$ cat config.mk
export PLATFORM = sky130hd
export DESIGN_NAME = aes_sub_bytes_seq
export DESIGN_NICKNAME = d
export VERILOG_FILES = /design/src/rtl/aes_pkg.sv /design/src/rtl/aes_inv_sbox.sv /design/src/rtl/aes_sbox.sv /design/src/rtl/aes_sub_bytes_seq.sv
export SDC_FILE = /design/constraint.sdc
export NUM_CORES = 1
export LEC_CHECK = 0
export CAP_MARGIN = 40
export CORE_ASPECT_RATIO = 1.4
export CORE_MARGIN = 3
export CORE_UTILIZATION = 25
export CTS_CLUSTER_DIAMETER = 40
export DETAILED_ROUTE_END_ITERATION = 8
export SLEW_MARGIN = 30
export SYNTH_ARGS = -nofsm -noshare
export SYNTH_HDL_FRONTEND = slang
export SYNTH_SLANG_ARGS = --single-unit
export TNS_END_PERCENT = 100
$ cat constraint.sdc
create_clock -name clk -period 6.2 [get_ports clk]
set_input_delay 0.93 -clock clk [delete_from_list [all_inputs] [get_ports clk]]
set_output_delay 0.93 -clock clk [all_outputs]
set_load 0.1 [all_outputs]
$ cat src/rtl/aes_pkg.sv
// Shared AES types, SubBytes FSM states and the FIPS-197 forward/inverse S-box tables.
package aes_pkg;

  localparam int unsigned NUM_BYTES = 16;

  typedef logic [7:0]             aes_byte_t;
  typedef logic [8*NUM_BYTES-1:0] aes_state_t;

  typedef enum logic [1:0] {
    IDLE,
    SUB,
    DONE
  } sub_state_t;

  // Byte x of the table sits at bits [(255-x)*8 +: 8], i.e. entry 0x00 is the MSB byte.
  function automatic logic [2047:0] sbox_table();
    return {
      128'h637c777bf26b6fc53001672bfed7ab76,
      128'hca82c97dfa5947f0add4a2af9ca472c0,
      128'hb7fd9326363ff7cc34a5e5f171d83115,
      128'h04c723c31896059a071280e2eb27b275,
      128'h09832c1a1b6e5aa0523bd6b329e32f84,
      128'h53d100ed20fcb15b6acbbe394a4c58cf,
      128'hd0efaafb434d338545f9027f503c9fa8,
      128'h51a3408f929d38f5bcb6da2110fff3d2,
      128'hcd0c13ec5f974417c4a77e3d645d1973,
      128'h60814fdc222a908846eeb814de5e0bdb,
      128'he0323a0a4906245cc2d3ac629195e479,
      128'he7c8376d8dd54ea96c56f4ea657aae08,
      128'hba78252e1ca6b4c6e8dd741f4bbd8b8a,
      128'h703eb5664803f60e613557b986c11d9e,
      128'he1f8981169d98e949b1e87e9ce5528df,
      128'h8ca1890dbfe6426841992d0fb054bb16
    };
  endfunction

  localparam logic [2047:0] SBOX_TABLE = sbox_table();

  function automatic logic [2047:0] inv_sbox_table();
    logic [2047:0] t;
    aes_byte_t     f;
    t = '0;
    for (int unsigned i = 0; i < 256; i++) begin
      f = SBOX_TABLE[{~8'(i), 3'b000} +: 8];
      t[{~f, 3'b000} +: 8] = 8'(i);
    end
    return t;
  endfunction

  localparam logic [2047:0] INV_SBOX_TABLE = inv_sbox_table();

endpackage

$ cat src/rtl/aes_inv_sbox.sv
// Combinational inverse AES S-box (FIPS-197).
module aes_inv_sbox
  import aes_pkg::*;
(
  input  logic [7:0] subst,
  output logic [7:0] value
);

  assign value = INV_SBOX_TABLE[{~subst, 3'b000} +: 8];

endmodule

$ cat src/rtl/aes_sbox.sv
// Combinational forward AES S-box (FIPS-197).
module aes_sbox
  import aes_pkg::*;
(
  input  logic [7:0] value,
  output logic [7:0] subst
);

  assign subst = SBOX_TABLE[{~value, 3'b000} +: 8];

endmodule

$ cat src/rtl/aes_sub_bytes_seq.sv
// Sequential SubBytes engine: LANES S-boxes per cycle over a 16-byte state, valid/ready in and out.
// Define AES_SUBBYTES_SELFCHECK_EN to add the inverse-S-box self-check and the sticky chk_err port.
module aes_sub_bytes_seq
  import aes_pkg::*;
#(
  parameter int unsigned LANES = 4
) (
  input  logic         clk,
  input  logic         rst,
  input  logic         in_valid,
  output logic         in_ready,
  input  logic [127:0] in_data,
  output logic         out_valid,
  input  logic         out_ready,
  output logic [127:0] out_data,
`ifdef AES_SUBBYTES_SELFCHECK_EN
  output logic         chk_err,
`endif
  output logic         busy
);

  if (!(LANES inside {1, 2, 4, 8, 16})) begin : g_lanes_chk
    $error("aes_sub_bytes_seq: LANES must be 1, 2, 4, 8 or 16");
  end

  sub_state_t state, state_nxt;
  logic [3:0] cnt;
  aes_state_t work;
  logic       last_grp;

  logic [3:0] lane_idx [LANES];
  aes_byte_t  pre_byte [LANES];
  aes_byte_t  sub_byte [LANES];

  assign last_grp = (cnt == 4'(NUM_BYTES - LANES));

`ifdef AES_SUBBYTES_SELFCHECK_EN
  aes_byte_t        chk_byte [LANES];
  logic [LANES-1:0] lane_err;
`endif

  for (genvar l = 0; l < LANES; l++) begin : g_lane
    assign lane_idx[l] = cnt + 4'(l);
    assign pre_byte[l] = work[{~lane_idx[l], 3'b000} +: 8];
    aes_sbox u_sbox (
      .value (pre_byte[l]),
      .subst (sub_byte[l])
    );
`ifdef AES_SUBBYTES_SELFCHECK_EN
    aes_inv_sbox u_inv_sbox (
      .subst (sub_byte[l]),
      .value (chk_byte[l])
    );
    assign lane_err[l] = (chk_byte[l] != pre_byte[l]);
`endif
  end

  always_ff @(posedge clk) begin
    if (rst) state <= IDLE;
    else     state <= state_nxt;
  end

  always_comb begin
    state_nxt = state;
    unique case (state)
      IDLE:    if (in_valid)  state_nxt = SUB;
      SUB:     if (last_grp)  state_nxt = DONE;
      DONE:    if (out_ready) state_nxt = IDLE;
      default:                state_nxt = IDLE;
    endcase
  end

  // in_ready is gated by rst so nothing is offered as accepted during the reset cycle.
  always_comb begin
    in_ready  = (state == IDLE) && !rst;
    out_valid = (state == DONE);
    busy      = (state == SUB) || (state == DONE);
  end

  always_ff @(posedge clk) begin
    if (rst) begin
      work <= '0;
      cnt  <= '0;
    end else begin
      unique case (state)
        IDLE: begin
          if (in_valid) begin
            work <= in_data;
            cnt  <= '0;
          end
        end
        SUB: begin
          for (int unsigned l = 0; l < LANES; l++) begin
            work[{~lane_idx[l], 3'b000} +: 8] <= sub_byte[l];
          end
          cnt <= cnt + 4'(LANES);
        end
        default: ;
      endcase
    end
  end

`ifdef AES_SUBBYTES_SELFCHECK_EN
  always_ff @(posedge clk) begin
    if (rst)                            chk_err <= 1'b0;
    else if (state == SUB && |lane_err) chk_err <= 1'b1;
  end
`endif

  assign out_data = work;

endmodule

Word level (Yosys, flattened, before mapping)
Index checks and enable logic that the tools add are counted.
{"block": "totals", "out_inout_bits": 131, "regBits": 134, "inputBits": 132, "wordCells": 60}
{"block": "classes", "bitwise_logic": 8, "eq_ne": 6, "shift": 16, "add_sub_neg": 8, "n_mux": 12, "reduce_logical": 7}
{"operator": "variable part select 2048 x 12 -> 8 bit, first input constant", "count": 4}
{"operator": "bitwise mux 128 bit", "count": 4}
{"operator": "variable shift 8 x 9 -> 128 bit, first input constant", "count": 4}
{"operator": "variable part select 128 x 8 -> 8 bit", "count": 4}
{"operator": "variable part select 8 x 9 -> 128 bit", "count": 4}
{"operator": "case mux 128 bit (2 select lines)", "count": 1}
{"operator": "two-way mux 128 bit", "count": 1}
{"operator": "negator 7 -> 9 bit", "count": 4}
{"operator": "inverter 8 bit", "count": 4}
{"operator": "inverter 4 bit", "count": 4}
{"operator": "adder 4 x 2 -> 4 bit, second input constant", "count": 2}
{"operator": "case mux 4 bit (2 select lines)", "count": 1}
{"operator": "two-way mux 2 bit", "count": 3}
{"operator": "case mux 2 bit (3 select lines)", "count": 1}
{"operator": "adder 4 x 1 -> 4 bit, second input constant", "count": 1}
{"operator": "adder 4 x 3 -> 4 bit, second input constant", "count": 1}
{"operator": "== test 4 bit, second input constant", "count": 1}
{"operator": "two-way mux 4 bit", "count": 1}
{"operator": "inequality test 2 bit, second input constant", "count": 2}
{"operator": "AND reduction 3 bit", "count": 1}
{"operator": "== test 2 x 1 -> 1 bit, second input constant", "count": 1}
{"operator": "== test 2 bit, second input constant", "count": 1}
{"operator": "zero test 2 bit", "count": 1}
{"operator": "inequality test 2 x 1 -> 1 bit, second input constant", "count": 1}
{"operator": "5 further kinds", "count": 5}

Longest topological paths before layout
Gate-level depths: netlist (run 1).
{"block": "depth", "ltp_word": 10, "mapped_depth": 21, "ltp_nobuf": 15}

Cells and area by module
Synthesis (run 1) repeated with hierarchy kept, for this count alone.
{"block": "hier_totals", "hier_cells": 2959, "area_unflattened_um2": 21022.7}
{"mod": "aes_sub_bytes_seq", "area_each_um2": 7513.5, "cells_per_inst": 821, "instances": 1}
{"mod": "aes_sbox (g_lane[2].u_sbox ...)", "area_each_um2": 3397.0, "cells_per_inst": 535, "instances": 2}
{"mod": "aes_sbox (g_lane[1].u_sbox)", "area_each_um2": 3363.2, "cells_per_inst": 538, "instances": 1}
{"mod": "aes_sbox (g_lane[0].u_sbox)", "area_each_um2": 3352.0, "cells_per_inst": 530, "instances": 1}

Worst setup path after synthesis (run 1)
OpenSTA, ideal clock, no wires.
{"block": "synth_timing", "path_type": "flip-flop to flip-flop", "from": "register cnt[3]", "to": "register work[33] (netlist: out_data[33])", "arrival_time_ps": 4865, "n_path_buf": 6, "stages_incl_launch_ff": 20, "path_slack_ps": 1203, "synth_period_minus_slack_ps": 4997, "path_cell_list": "dfxtp_1 inv_1 clkbuf_1 ha_1 buf_6 buf_2 mux4_2 buf_2 buf_2 inv_1 ha_1 clkbuf_1 inv_1 mux4_2 and2_0 a311oi_1 a311oi_1 or4_4 a221oi_2 nor3_1"}
{"block": "synth_between", "elab_chain_len": 10, "word_cells_on_any_way": 36, "cone_classes": "7 x add/sub; 16 x shift; 5 x mux; 8 x bitwise"}
{"element": "from (decl)", "line": "aes_sub_bytes_seq.sv:27", "source": "logic [3:0] cnt;"}
{"element": "from (signal assigned)", "line": "aes_sub_bytes_seq.sv:96", "source": "cnt <= cnt + 4'(LANES);"}
{"element": "adder 4 x 1 -> 4 bit or inverter 4 bit (tied branches)", "line": "aes_sub_bytes_seq.sv:43, aes_sub_bytes_seq.sv:44, aes_sub_bytes_seq.sv:94"}
{"element": "inverter 4 bit or variable part select 128 x 8 -> 8 bit (tied branches)", "line": "aes_sub_bytes_seq.sv:44, aes_sub_bytes_seq.sv:94"}
{"element": "variable part select 128 x 8 -> 8 bit or inverter 8 bit (tied branches)", "line": "aes_sub_bytes_seq.sv:44, aes_sbox.sv:9"}
{"element": "inverter 8 bit or variable part select 2048 x 12 -> 8 bit (tied branches)", "line": "aes_sbox.sv:9", "source": "assign subst = SBOX_TABLE[{~value, 3'b000} +: 8];"}
{"element": "variable part select 2048 x 12 -> 8 bit or variable part select 8 x 9 -> 128 bit (tied branches)", "line": "aes_sbox.sv:9, aes_sub_bytes_seq.sv:94"}
{"element": "variable part select 8 x 9 -> 128 bit or bitwise mux 128 bit (tied branches)", "line": "aes_sub_bytes_seq.sv:94", "source": "work[{~lane_idx[l], 3'b000} +: 8] <= sub_byte[l];"}
{"element": "bitwise mux 128 bit (2 in a row)", "line": "aes_sub_bytes_seq.sv:94"}
{"element": "bitwise mux 128 bit *", "line": "aes_sub_bytes_seq.sv:94"}
{"element": "case mux 128 bit (2 select lines) *", "line": "aes_sub_bytes_seq.sv:85", "source": "unique case (state)"}
{"element": "to (signal assigned)", "line": "aes_sub_bytes_seq.sv:88", "source": "work <= in_data;"}
{"element": "to (signal, indexed assignment)", "line": "aes_sub_bytes_seq.sv:94"}
{"element": "to (decl)", "line": "aes_sub_bytes_seq.sv:28", "source": "aes_state_t work;"}
Every way passes the cells marked *; elsewhere a longest branch is shown, timed or not.
A chain may end at the register's enable or synchronous reset.

Worst setup path in the final report (run 1)
{"block": "layout_timing", "from": "register cnt[2]", "to": "register work[56] (netlist: out_data[56])"}
Same word-level chain as after synthesis.

==> results of run 1 <==
## registers in the layout, summed over array words and instances, names as in the netlist
register  flops
out_data    128
cnt           2
state         2
## final timing paths
check,startpoint,endpoint,slack (ns),depth (start not counted)
max,cnt[2],out_data[56],0.92,9
min,state[1],state[1],0.50,2
max reg2reg,cnt[2],out_data[56],0.92,9
min reg2reg,state[1],state[1],0.50,2
## final cells by class
type,instances,area (µm²)
clock buffer,17,425
clock inverter,15,170
fill,8737,56400
inverter,79,302
multi-input combinational,2453,16600
sequential,132,2650
tap,1079,1350
timing repair buffer,471,5220
## cell usage in the layout (no fill, tap or decap), drive strengths merged, types with 32 or more instances in the layout
master and n:
a211oi 66, buf 231, mux2i 112, o211ai 67, mux2 35, a221oi 76, clkdlybuf4s50 238, o21ai 243
dfxtp 132, mux4 35, nor2 239, a31oi 51, a21oi 284, nand2b 77, ha 77, o221ai 45
nor3 94, o311ai 36, nand2 211, nand3 106, and2 32, inv 86, or2 32, nor2b 33
a311oi 52
## metrics by stage
| stage | util (%) | worst slack, ns |
|---|---|---|
| after floorplan | - | 1.20 |
| after global placement | 29.1 | 1.15 |
| after detailed placement | 31.4 | 1.25 |
| after CTS | 32.1 | 1.22 |
| after global routing | 32.1 | 0.968 |
| final | 32.1 | 0.924 |
## where the power goes
group          internal, µW  switching, µW  leakage, µW
sequential             1060            295      0.00110
combinational          3540           7830      0.00805
clock                   601            481     0.000284
## worst min-delay path, stage by stage (launching register included)
cell and delay [ns]:
dfxtp_1 0.33, nand2_1 0.06, a21oi_1 0.06
## cell families (layout without fill, tap and decap cells)
family	after synthesis	after routing	synth area share, %
AOI/OAI and AO/OA	1241	1241	40.9
and+or+nand+nor	940	940	21.8
buffers and inverters	418	582	8.64
muxes	182	182	11.0
DFF	132	132	12.6
adders and majority gates	77	77	4.60
xor gates and xnor gates	11	11	0.460
other	1	2	0.0179
## per-layer routing
metal  global-route usage (%)  up-vias
met4                     20.4        4
met3                     6.39      646
met5                        0        -
met1                     33.8    13500
met2                     46.2     2336
li1                         -    11900
==> flow_summary.toml, run 1 <==
[floorplanning]
die_w_um = 251
io_pins = 263
initial_utilization_pct = 25.2
die_y_um = 349
dieArea_mm2 = 0.0874
core_mm2 = 0.0830
std_cell_rows = 125

[clock_network]
path_clk_slew_ns = 0.07
holdBufCountCts = 0
clockBufferDepth = 2
cts_tree = "done"
cts_buffers = 17
cts_resized = 0
htreeDepth = 4
cts_setup_buffers = 0
cts_sinks = 132
clkLatencyLatePin_ns = 0.49
cts-root-buf = "clkbuf_16"

[logic_synthesis]
synth_top_area_share_pct = 12.6
ys_seq_elements = 132
yosys_warnings = 0
synth_cell_type_count = 90
synthMostInstantiatedCell = "a21oi_1"
yosysTopAreaCell = "dfxtp_1"
synth.top_cells.by_count = "284 x a21oi_1, 239 x nor2_1, 234 x o21ai_0"
synth_ff_type = "dfxtp_1"
yosysSeqAreaShare_pct = 12.6
syn_area_per_cell_um2 = 6.98
synthCells = 3002
netlist_area_mm2 = 0.0210
synthTopCellsByArea = "dfxtp_1 13%, a21oi_1 6.8%, o21ai_0 5.6%"
async_flop_share_pct = 0
synth_edf_count = 0

[power_and_ir_drop]
power_uw = 13800
p_leak_uw = 0.00943
p_per_area_mw_per_mm2 = 518
ir_drop_mv = 0.334

[worst_setup_path]
crit_path_cell_trace = "mux4_2, inv_1, ha_1, inv_1, a2111oi_0, a211oi_1, a211oi_1, o21ai_0, o211a_1"
crit_type = "flop to flop"
worst_path_largest_cell_delay_ns = 0.85
crit_family = "compound AO/OA/AOI/OAI gates"
critical_path_buf_inv_count = 2
slowest_stage = "dfxtp_4"
crit_fanout = 32
cp.required_ns = 6.58
end_kind = "flop"
critPathLaunchType = "flop"
cp.arrival_ns = 5.66

[detailed_routing]
firstDrtPassIters = 7
drt-initial-drc-count = 4328
routed_via_density = 6.70
routed_wl_um = 131000
via_count = 28400
wl_met2_um = 58800
top_layer = "met5"
ant_nets = 0
post_drt_wl_per_cell_um = 30.9
drc_errors = 0
drt-met1-wl_um = 47300
wl_met3_um = 14100

[placement]
dp_cells = 4212
hpwl_um = 94300
gp_congestion = 1.06
dpl-instance-area_mm2 = 0.0260
numPortBuffers = 262

[global_route]
grt_overflow = 0
first_global_vias = 27100
grt_pass1_wl_um = 189000
antenna_found_initial = 3
grt_max_degree = 92
grt_util_all_layers_pct = 28.7

[sta]
slew_viol_final = 0
setup_viol = 0
rsz0062_at_grt = "false"
final-hold-violation-count = 0
worst_pin_slew_ns = 0.952
layout_worst_path_cycle_share_pct = 85.1
period_minus_slack_ns = 5.28
relSlewSlack_pct = 35.9
hold_slack_ns = 0.499
setup_tns_ns = 0
max_freq_mhz = 190
skew_ns = 0.0131

[cells_and_area]
fin_cells = 4246
final_area_mm2 = 0.0267
drive_above_1_share_pct = 12.9
antenna_cells = 0
final_nets = 3363
area_delta_synth_final_pct = 27.3

[min_path]
hp-class = "flop to flop"

[run_status]
status = "complete, no violations"

[run]
maxCapViolations = 0
No activity file was read; power rests on OpenSTA's default activity.
==> run 2: changes to the inputs <==
- CTS_CLUSTER_SIZE: default -> 8
- REMOVE_ABC_BUFFERS: default -> 1
==> run 2 against run 1 <==
Net effect:
- non-clock buffer count increased by 1
- global-route usage shrank 0.21 points
- highest routed layer unchanged
- critical path depth grew 3
==> flow_summary.toml, run 2 (synthesized netlist as in run 1, its figures left out) <==
[run_status]
status = "complete, no violations"

[cells_and_area]
final_area_mm2 = 0.0267
final_common_cell = "a21oi_1"
layout_common_cells = "284 x a21oi_1, 236 x nor2_1, 233 x o21ai_0"
largest_reg_flops = 128
final_nets = 3364
drive_above_1_share_pct = 13.0
fill_cells = 8738
fin_util_pct = 32.2
area_delta_synth_final_pct = 27.6

[worst_setup_path]
crit_fanout = 42
crit_path_cell_trace = "buf_4, mux4_2, inv_1, ha_1, inv_1, mux2i_1, o22ai_1, a2111oi_0, a311oi_1, a22oi_1, o21ai_0, o211a_1"
crit_family = "compound AO/OA/AOI/OAI gates"
end_kind = "flop"
cp.arrival_ns = 5.63
crit_type = "flop to flop"
critPathLaunchType = "flop"
path_common_cell = "inv_1"
worst_path_largest_cell_delay_ns = 0.95
critical_path_buf_inv_count = 3
cp.required_ns = 6.58
slowest_stage = "ha_1"

[placement]
numPortBuffers = 262
dpl-instance-area_mm2 = 0.0260
hpwl_um = 92600
dp_slack_ns = 1.22
gp_congestion = 1.07

[floorplanning]
io_pins = 263
die_w_um = 251
initial_utilization_pct = 25.2
std_cell_rows = 125
dieArea_mm2 = 0.0874
core_mm2 = 0.0830
die_y_um = 349

[power_and_ir_drop]
ir_drop_mv = 0.309
p_leak_uw = 0.00949
p_per_area_mw_per_mm2 = 518

[run]
maxCapViolations = 0

[sta]
setup_ws_ns = 0.955
max_freq_mhz = 191
rsz0062_at_grt = "false"
hold_slack_ns = 0.479
final-hold-violation-count = 0
worst_pin_slew_ns = 0.933
skew_ns = 0.0148
period_minus_slack_ns = 5.24
slew_viol_final = 0
setup_viol = 0
relSlewSlack_pct = 37.8
layout_worst_path_cycle_share_pct = 84.6

[global_route]
grt_util_all_layers_pct = 28.5
grt_overflow = 0
grt_max_degree = 63
first_global_vias = 26800
grt_pass1_wl_um = 188000
antenna_found_initial = 9

[clock_network]
path_clk_slew_ns = 0.06
cts_tree = "done"
clockBufferDepth = 2
cts-root-buf = "clkbuf_16"
cts_setup_buffers = 0
cts_sinks = 132
holdBufCountCts = 0
cts_resized = 0
htreeDepth = 4
cts_buffers = 17
clkLatencyLatePin_ns = 0.49

[detailed_routing]
drc_errors = 0
drt-initial-drc-count = 4755
routed_via_density = 6.66
ant_nets = 0
via_count = 28300
firstDrtPassIters = 8
post_drt_wl_per_cell_um = 30.6
routed_wl_um = 130000

[min_path]
hp-class = "flop to flop"
## run 2: cell types whose count changed in the layout (fill, tap and decap cells not counted), moves of 3 or more
cell,delta
buf_2,+7
clkdlybuf4s50_1,-6
buf_8,-5
inv_6,-4
buf_6,+3
bufinv_16,+3
diode_2,+3
## run 2: layout make-up
| class | count | area, µm² | area share, % |
|---|---|---|---|
| Sequential cell | 132 | 2650 | 9.90 |
| Tap cell | 1079 | 1350 | 5.05 |
| Clock inverter | 12 | 203 | 0.758 |
| Inverter | 79 | 302 | 1.13 |
| Multi-Input combinational cell | 2453 | 16600 | 61.9 |
| Clock buffer | 19 | 453 | 1.69 |
| Timing Repair Buffer | 472 | 5210 | 19.5 |
| Antenna cell | 3 | 7.51 | 0.0281 |
## run 2: path summary, 6_finish.rpt
check            from             to  slack [ns]  cells past startpoint
min reg2reg  state[1]       state[1]        0.48                      2
max reg2reg    cnt[3]  out_data[107]        0.96                     12
min          state[1]       state[1]        0.48                      2
max            cnt[3]  out_data[107]        0.96                     12
## run 2: where the power goes
group / internal (µW) / leakage, µW / switching [µW]
sequential: 1060 / 0.00110 / 249
combinational: 3550 / 0.00808 / 7800
clock: 731 / 0.000308 / 461
## run 2: metal layers
layer	global-route usage (%)	wire length, µm
met1	33.2	45900
met2	45.9	58700
met3	7.79	15200
met4	18.7	10400
met5	0	66
## run 2: metrics by stage
step                total power, µW  TNS (ns)  std cells
CTS                           13400         0       4238
floorplan                      7940     -4.09       2664
detailed placement            12100         0       4207
global route                  14300         0       4247
global placement              11700         0       4100
finish                        13900         0       4249
## run 2: worst reg2reg max path, stage by stage (launching register included)
cell	delay, ns
dfxtp_2	0.32
buf_4	0.54
mux4_2	0.77
inv_1	0.30
ha_1	0.95
inv_1	0.40
mux2i_1	0.31
o22ai_1	0.11
a2111oi_0	0.65
a311oi_1	0.12
a22oi_1	0.36
o21ai_0	0.16
o211a_1	0.14
